<file path="src/rtl/aes_round_ctrl.sv">
// aes_round_ctrl: round sequencer for the AES datapath (aes_enc, S_box, key_gen).
// Sequences AESENC / AESENCLAST / AESENCFULL / AESKEYGENASSIST for AES-128/256.
// Optional build macro AES_ROUND_CTRL_ABORT_EN adds an abort_i input that
// returns a busy sequencer to IDLE on the next edge.
package aes_pkg;
    typedef enum logic [2:0] {
        NOOP            = 3'd0,
        AESENC          = 3'd1,
        AESENCLAST      = 3'd2,
        AESENCFULL      = 3'd3,
        AESKEYGENASSIST = 3'd4
    } opcode;
endpackage

module aes_round_ctrl
    import aes_pkg::*;
#(
    parameter  int NK          = 4,
    parameter  int SBOX_CYCLES = 1,
    localparam int NR          = NK + 6,
    localparam int RW          = $clog2(NR + 1)
) (
    input  logic          clk,
    input  logic          nrst,
    input  logic          start_i,
    input  opcode         opcode_i,
`ifdef AES_ROUND_CTRL_ABORT_EN
    input  logic          abort_i,
`endif
    output logic          busy_o,
    output logic          full_enc_o,
    output logic          final_rnd_o,
    output logic          zero_rnd_o,
    output logic          key_sel_o,
    output logic          key_sub_o,
    output logic          gen_key_o,
    output logic          r_con_ctrl_o,
    output logic          next_rnd_o,
    output logic [RW-1:0] rnd_cnt_o,
    output logic          cipher_ready_o,
    output logic          key_ready_o
);

    if (!(NK == 4 || NK == 8)) begin : g_bad_nk
        $error("aes_round_ctrl: NK must be 4 or 8");
    end
    if (SBOX_CYCLES < 1 || SBOX_CYCLES > 4) begin : g_bad_sbox
        $error("aes_round_ctrl: SBOX_CYCLES must be 1..4");
    end

    localparam logic [2:0] S_IDLE  = 3'd0;
    localparam logic [2:0] S_ZERO  = 3'd1;
    localparam logic [2:0] S_KSUB  = 3'd2;
    localparam logic [2:0] S_KGEN  = 3'd3;
    localparam logic [2:0] S_SBOX  = 3'd4;
    localparam logic [2:0] S_ROUND = 3'd5;
    localparam logic [2:0] S_DONE  = 3'd6;

    localparam logic [1:0]    TLAST  = 2'(SBOX_CYCLES - 1);
    localparam logic [RW-1:0] RLAST  = RW'(NR);

    logic [2:0]    state;
    opcode         op;
    logic [RW-1:0] rnd_cnt;
    logic [1:0]    tmr;
    logic          tmr_done;
    logic          op_valid;

    assign tmr_done = (tmr == TLAST);
    assign op_valid = opcode_i inside {AESENC, AESENCLAST, AESENCFULL, AESKEYGENASSIST};

    // State, latched opcode, round counter and S-box dwell timer
    always_ff @(posedge clk or negedge nrst) begin
        if (!nrst) begin
            state   <= S_IDLE;
            op      <= NOOP;
            rnd_cnt <= '0;
            tmr     <= '0;
        end else begin
`ifdef AES_ROUND_CTRL_ABORT_EN
            if (abort_i && state != S_IDLE) begin
                state   <= S_IDLE;
                op      <= NOOP;
                rnd_cnt <= '0;
                tmr     <= '0;
            end else begin
`else
            begin
`endif
                case (state)
                    S_IDLE: if (start_i && op_valid) begin
                        op      <= opcode_i;
                        rnd_cnt <= '0;
                        tmr     <= '0;
                        case (opcode_i)
                            AESENCFULL:      state <= S_ZERO;
                            AESKEYGENASSIST: state <= S_KSUB;
                            default:         state <= S_SBOX;
                        endcase
                    end
                    S_ZERO: begin
                        rnd_cnt <= rnd_cnt + 1'b1;
                        state   <= S_KSUB;
                    end
                    S_KSUB: if (tmr_done) begin
                        tmr   <= '0;
                        state <= S_KGEN;
                    end else begin
                        tmr <= tmr + 1'b1;
                    end
                    S_KGEN: state <= (op == AESKEYGENASSIST) ? S_DONE : S_SBOX;
                    S_SBOX: if (tmr_done) begin
                        tmr   <= '0;
                        state <= S_ROUND;
                    end else begin
                        tmr <= tmr + 1'b1;
                    end
                    S_ROUND: if (op == AESENCFULL && rnd_cnt != RLAST) begin
                        rnd_cnt <= rnd_cnt + 1'b1;
                        state   <= S_KSUB;
                    end else begin
                        state <= S_DONE;
                    end
                    S_DONE:  state <= S_IDLE;
                    default: state <= S_IDLE;
                endcase
            end
        end
    end

    // Moore output decode from registered state/op/round only
    always_comb begin
        busy_o         = (state != S_IDLE);
        full_enc_o     = 1'b0;
        final_rnd_o    = 1'b0;
        zero_rnd_o     = 1'b0;
        key_sel_o      = 1'b0;
        key_sub_o      = 1'b0;
        gen_key_o      = 1'b0;
        r_con_ctrl_o   = 1'b0;
        next_rnd_o     = 1'b0;
        cipher_ready_o = 1'b0;
        key_ready_o    = 1'b0;
        case (state)
            S_ZERO: zero_rnd_o = 1'b1;
            S_KSUB: key_sub_o  = 1'b1;
            S_KGEN: begin
                gen_key_o = 1'b1;
                // AES-256 alternates RotWord+Rcon (odd rounds) with SubWord-only
                if (op == AESKEYGENASSIST || NK == 4) r_con_ctrl_o = 1'b1;
                else                                  r_con_ctrl_o = rnd_cnt[0];
            end
            S_ROUND: begin
                if (op == AESENCFULL) begin
                    key_sel_o   = 1'b1;
                    next_rnd_o  = 1'b1;
                    full_enc_o  = (rnd_cnt < RLAST);
                    final_rnd_o = (rnd_cnt == RLAST);
                end else if (op == AESENCLAST) begin
                    final_rnd_o = 1'b1;
                end else begin
                    full_enc_o = 1'b1;
                end
            end
            S_DONE: begin
                key_ready_o    = (op == AESKEYGENASSIST);
                cipher_ready_o = (op != AESKEYGENASSIST);
            end
            default: ;
        endcase
    end

    assign rnd_cnt_o = rnd_cnt;

endmodule

</file>
<file path="config.mk">
export PLATFORM = sky130hd
export DESIGN_NAME = aes_round_ctrl
export DESIGN_NICKNAME = d
export VERILOG_FILES = /design/src/rtl/aes_round_ctrl.sv
export SDC_FILE = /design/constraint.sdc
export NUM_CORES = 1
export LEC_CHECK = 0
export BUFFER_PORTS_ARGS = -buffer_cell sky130_fd_sc_hd__clkbuf_2
export CAP_MARGIN = 5
export CORE_MARGIN = 10
export CORE_UTILIZATION = 46
export DETAILED_ROUTE_END_ITERATION = 12
export GPL_TIMING_DRIVEN = 0
export PLACE_DENSITY = 0.73
export SLEW_MARGIN = 20
export SYNTH_ARGS = -nofsm -noshare
export SYNTH_HDL_FRONTEND = slang
export SYNTH_SLANG_ARGS = --single-unit
</file>
<file path="constraint.sdc">
create_clock -name clk -period 1.7 [get_ports clk]
set_clock_uncertainty 0.1 [all_clocks]
set_input_delay 0.34 -clock clk [delete_from_list [all_inputs] [get_ports clk]]
set_output_delay 0.34 -clock clk [all_outputs]
set_load 0.05 [all_outputs]
</file>
# Yosys cells after proc, flatten, opt, wreduce, memory -nomap -nowiden
# Cells that the tools add are included.
# Widths: inputs -> output; s select.
totals:
  out_inout_bits: 15
  mem_bits_ro: 0
  ff_bits: 12
  ram_bits: 0
  input_bits: 6
  latch_bits: 0
  mem_count: 0
classes:
  reduce_logical: 13
  shift: 0
  n_mux: 26
  bitwise_logic: 0
  n_eq_ne: 20
  div_mod_pow: 0
  magnitude_cmp: 1
  n_addsub: 2
  multipliers: 0
ops:
  columns: ["cell", "n"]
  rows:
  - ["$eq 3x2->1 const B", 6]
  - ["$pmux 3 s6", 1]
  - ["$eq 3x3->1 const B", 5]
  - ["$mux 1", 13]
  - ["$mux 3", 4]
  - ["$pmux 4 s3", 1]
  - ["$mux 4", 2]
  - ["$ne 2x2->1 const B", 4]
  - ["$eq 3x1->1 const B", 2]
  - ["$mux 2", 3]
  - ["$pmux 3 s2", 1]
  - ["$reduce_and 3->1", 2]
  - ["$reduce_bool 3->1", 2]
  - ["$add 4x1->4 const B", 1]
  - ["$eq 4x4->1 const B", 1]
  - ["$lt 4x4->1 const B", 1]
  - ["$ne 4x4->1 const B", 1]
  - ["$pmux 2 s2", 1]
  - ["$reduce_and 2->1", 2]
  - ["$reduce_bool 4->1", 1]
  - ["$logic_not 3->1", 1]
  - ["$ne 3x3->1 const B", 1]
  - ["$add 2x1->2 const B", 1]
  - ["$logic_and 1x1->1", 2]
  - ["other kinds (3)", 3]

# Longest topological paths before layout
depth:
  ltp_word: 5
  ltp_mapped: 6
  ltp_nobuf: 6

# Worst setup path before layout
# OpenSTA, ideal clock, no wires.
synth_timing:
  kind: "register to output"
  startpoint: "reg state[1]"
  endpoint: "out next_rnd_o"
  t_required_ns: 1.260
  path_stages_with_launch: 5
  t_arrival_ns: 2.363
  slack_ns: -1.103
  cell_sequence: "dfrtp_1 nand2b_1 or2_2 nor3_1 buf_4"
synth_between:
  elab_chain_cells: 2
synth_rtl:
  columns: ["item", "line", "source"]
  rows:
  - ["start: declaration", "62", "logic [2:0] state;"]
  - ["start signal: assignment", "111", "S_KGEN: state <= (op == AESKEYGENASSIST) ? S_DONE : S_SBOX;"]
  - ["$eq 3x3->1", null, null]
  - ["$mux 1", null, null]
  - ["end: declaration", "38", "output logic next_rnd_o,"]
# No other way between the ends.

# Final worst setup path
layout_timing:
  startpoint: "reg state[2]"
  endpoint: "out next_rnd_o"
layout_between:
  elab_chain_cells: 2
layout_rtl:
  columns: ["item", "line", "source"]
  rows:
  - ["$eq 3x3->1", "144", "case (state)"]
  - ["$mux 1", "144", null]
# No other way between the ends.

==> flow_summary.json <==
{
  "gr-usage-met2": 0.1962,
  "clkTransAtPathRegs_ns": 0.08,
  "total_power_of_the_final_layout_mw": 2.863,
  "worst_setup_path_start_kind": "register",
  "route.vias.total": 996,
  "fillerInstances": 85,
  "route.antenna.remaining_nets": 0,
  "cts_tree": "built",
  "worst_pin_slew_ns": 0.3483,
  "dp_cells": 141,
  "worst_setup_path_end_kind": "primary output",
  "gp_congestion": 0.7588,
  "dieArea_mm2": 0.003934,
  "leakagePower_nw": 0.6666,
  "num_cts_buffers": 3,
  "critical_path.max_fanout": 8,
  "edff_count_synth": 0,
  "syn-mean-instance-area_um2": 8.745,
  "i_o_pin_cnt": 21,
  "ys_seq_area_frac": 0.3577,
  "synthesized_instance_count": 96,
  "grt_antenna_before_repair": 0,
  "first_global_vias": 871,
  "grt.met1_usage": 0.1537,
  "achievable-frequency_mhz": 493.1,
  "grt_remaining_overflow": 0,
  "global_route_wire_length_before_repair_um": 4202,
  "fin_crit_ns": 2.028,
  "fin_util": 0.8652,
  "placed_area_mm2": 0.001049,
  "finalNetCount": 151,
  "final_area_mm2": 0.001494,
  "drt_iter0_markers": 56,
  "grt.met3_usage": 0.03763,
  "initial_utilization": 0.4862,
  "layout_setup_ws_ns": -0.3278,
  "grt_util_all_layers": 0.1286,
  "synth.ff_latch_count": 12,
  "setup_tns_ns": -2.908,
  "chipWidth_um": 62.72,
  "rsz_0062_raised_after_global_routing": "yes",
  "cpPeakStageDelay_ns": 0.44,
  "floorplan.die.height_um": 62.72,
  "ctsLongestPathBuffers": 2,
  "crit_slowest_cell": "dfrtp_1",
  "antennaDiodeCount": 0,
  "clk_latency_ns": 0.29,
  "syn_nets": 106,
  "cpLargestDelayFamily": "simple AND/OR/NAND/NOR gates",
  "placement.setup.worst_slack_ns": -0.2776,
  "setup_violations": 14,
  "worst-path-buf-inv": 3,
  "mostFrequentLayoutCell": "buf_4",
  "max_cap_viol_count": 0,
  "core_region_area_mm2": 0.001727,
  "gr-max-usage-layer": "met2",
  "run_status": "finished, violations left",
  "irDropWorstVdd_uv": 1114,
  "finalCritPeriodShare": 1.193,
  "synth.yosys.warnings": 0,
  "synth.lib_cells_used.distinct": 35,
  "drive_above_1_share": 0.6071,
  "yosys.area.top_type": "dfrtp_1",
  "cts_root_buf": "clkbuf_4",
  "fin_hold_ws_ns": 0.3119,
  "drc": 0,
  "ff2ff_setup_slack_ns": -0.24,
  "num_rows": 15,
  "power.density_cell_area_mw_per_mm2": 1916,
  "finalMaxSlewViolations": 0,
  "dp.final_hpwl_um": 1607,
  "critical_path_class": "register to primary output",
  "async_flop_share": 1.000,
  "clkSinkCount": 12,
  "timing.critical_path.cells": "inv_2 > or2_4 > nor3_4 > buf_6 > clkbuf_16",
  "maxSlewHeadroom": 0.7673,
  "layout_common_cells": "buf_4 (16), buf_8 (10), clkbuf_2 (9), dfrtp_2 (9), nand2_1 (7)",
  "port_buffers": 20,
  "synth_area_um2": 839.6,
  "areaGrowthSynthToFinish_pct": 77.94,
  "post_drt_wl_per_cell_um": 20.81,
  "postSynth.topFlopCell": "dfrtp_1",
  "cts_htree_levels": 1,
  "largest_net_degree_at_the_start_of_global_routing": 13,
  "critical_path_required_ns": 1.26,
  "post_synth_main_area_contributors": "dfrtp_1 (36%), ha_1 (6.0%), a22o_1 (4.2%), nor2_1 (4.0%), mux2_2 (4.0%)",
  "timing.final.hold_violations": 0,
  "drt-vias-per-instance": 6.036,
  "postRouteWirelength_um": 3433,
  "post_layout_nonfiller_instances": 165,
  "failed_checks": "negative setup slack",
  "share_of_the_synthesized_area_in_the_top_cell_type": 0.3577,
  "cp_data_arrival_time_ns": 1.59,
  "min_path_type": "primary input to register",
  "drt-pass1-iter-count": 4
}
cell families (layout without fill, tap and decap cells):
logic type	after synthesis	after routing	synth area share
AO/OA/AOI/OAI	25	25	0.2265
XOR/XNOR	2	2	0.02087
adder cells (fa/ha/maj)	4	4	0.05961
buffers and inverters	13	57	0.06706
flip-flops	12	12	0.3577
multiplexers	4	4	0.05216
AND/OR/NAND/NOR	36	36	0.2161
final timing paths:
check | startpoint | end | depth (start not counted)
worst min register to register | tmr[0] | tmr[0] | 1
worst max register to register | rnd_cnt_o[0] | rnd_cnt_o[1] | 7
min in group asynchronous | nrst | rnd_cnt_o[0] | 2
worst max-delay path | state[2] | next_rnd_o | 5
worst min-delay path | opcode_i[0] | op[0] | 2
max in group asynchronous | nrst | op[0] | 2
state kept, by name, summed over array words and instances (netlist names):
| register | cells |
|---|---|
| tmr | 2 |
| op | 3 |
| rnd_cnt_o | 4 |
| state | 3 |
where the power goes:
group	switching, mW	internal (mW)
sequential	0.164	0.397
clock	0.115	0.0913
combinational	1.17	0.928
total	1.45	1.42
per-layer routing:
layer / routed length, µm / vias up / share of wire
met5: 0 / - / 0
met4: 80 / 0 / 0.023
met3: 240 / 9 / 0.070
met2: 1697 / 69 / 0.49
met1: 1415 / 486 / 0.41
li1: - / 432 / -
cell type report:
cell class	count	area, µm²	area share
well taps	25	31.28	0.02094
inverters	8	37.54	0.02513
plain buffers	5	60.06	0.04020
repair buffers	40	392.9	0.2630
multi-input cells	71	634.4	0.4246
flip-flops and latches	12	311.5	0.2085
clock buffers	4	26.28	0.01759
synth_stat cells, drive strengths merged (2+ instances only):
| library cell | instances |
|---|---|
| o21ai | 4 |
| and3 | 3 |
| nand2b | 3 |
| o21a | 2 |
| ha | 4 |
| a22o | 4 |
| nand2 | 8 |
| o22ai | 2 |
| mux2 | 3 |
| clkbuf | 3 |
| nand3 | 3 |
| xnor2 | 2 |
| nor3 | 4 |
| nor2 | 9 |
| a21oi | 4 |
| buf | 2 |
| dfrtp | 12 |
| inv | 8 |
worst register-to-register path, delay by kind of cell, from the launching register on:
family | cells | cell delay [ns]
adder cells (fa/ha/maj) | 1 | 0.12
multiplexers | 1 | 0.31
AND/OR/NAND/NOR | 1 | 0.16
flip-flops | 1 | 0.42
buffers and inverters | 2 | 0.28
AO/OA/AOI/OAI | 2 | 0.44
repair_timing:
action | 4_1_cts | 5_1_grt
resized for setup | 28 | 47
endpoints found under the setup margin | 14 | 16
setup buffers | 7 | 12
hold buffers | 1 | 0
endpoints found under the hold margin | 12 | 0
pin swaps | 4 | 13
gates cloned | 0 | 1
No activity file was read; power rests on OpenSTA's default activity.
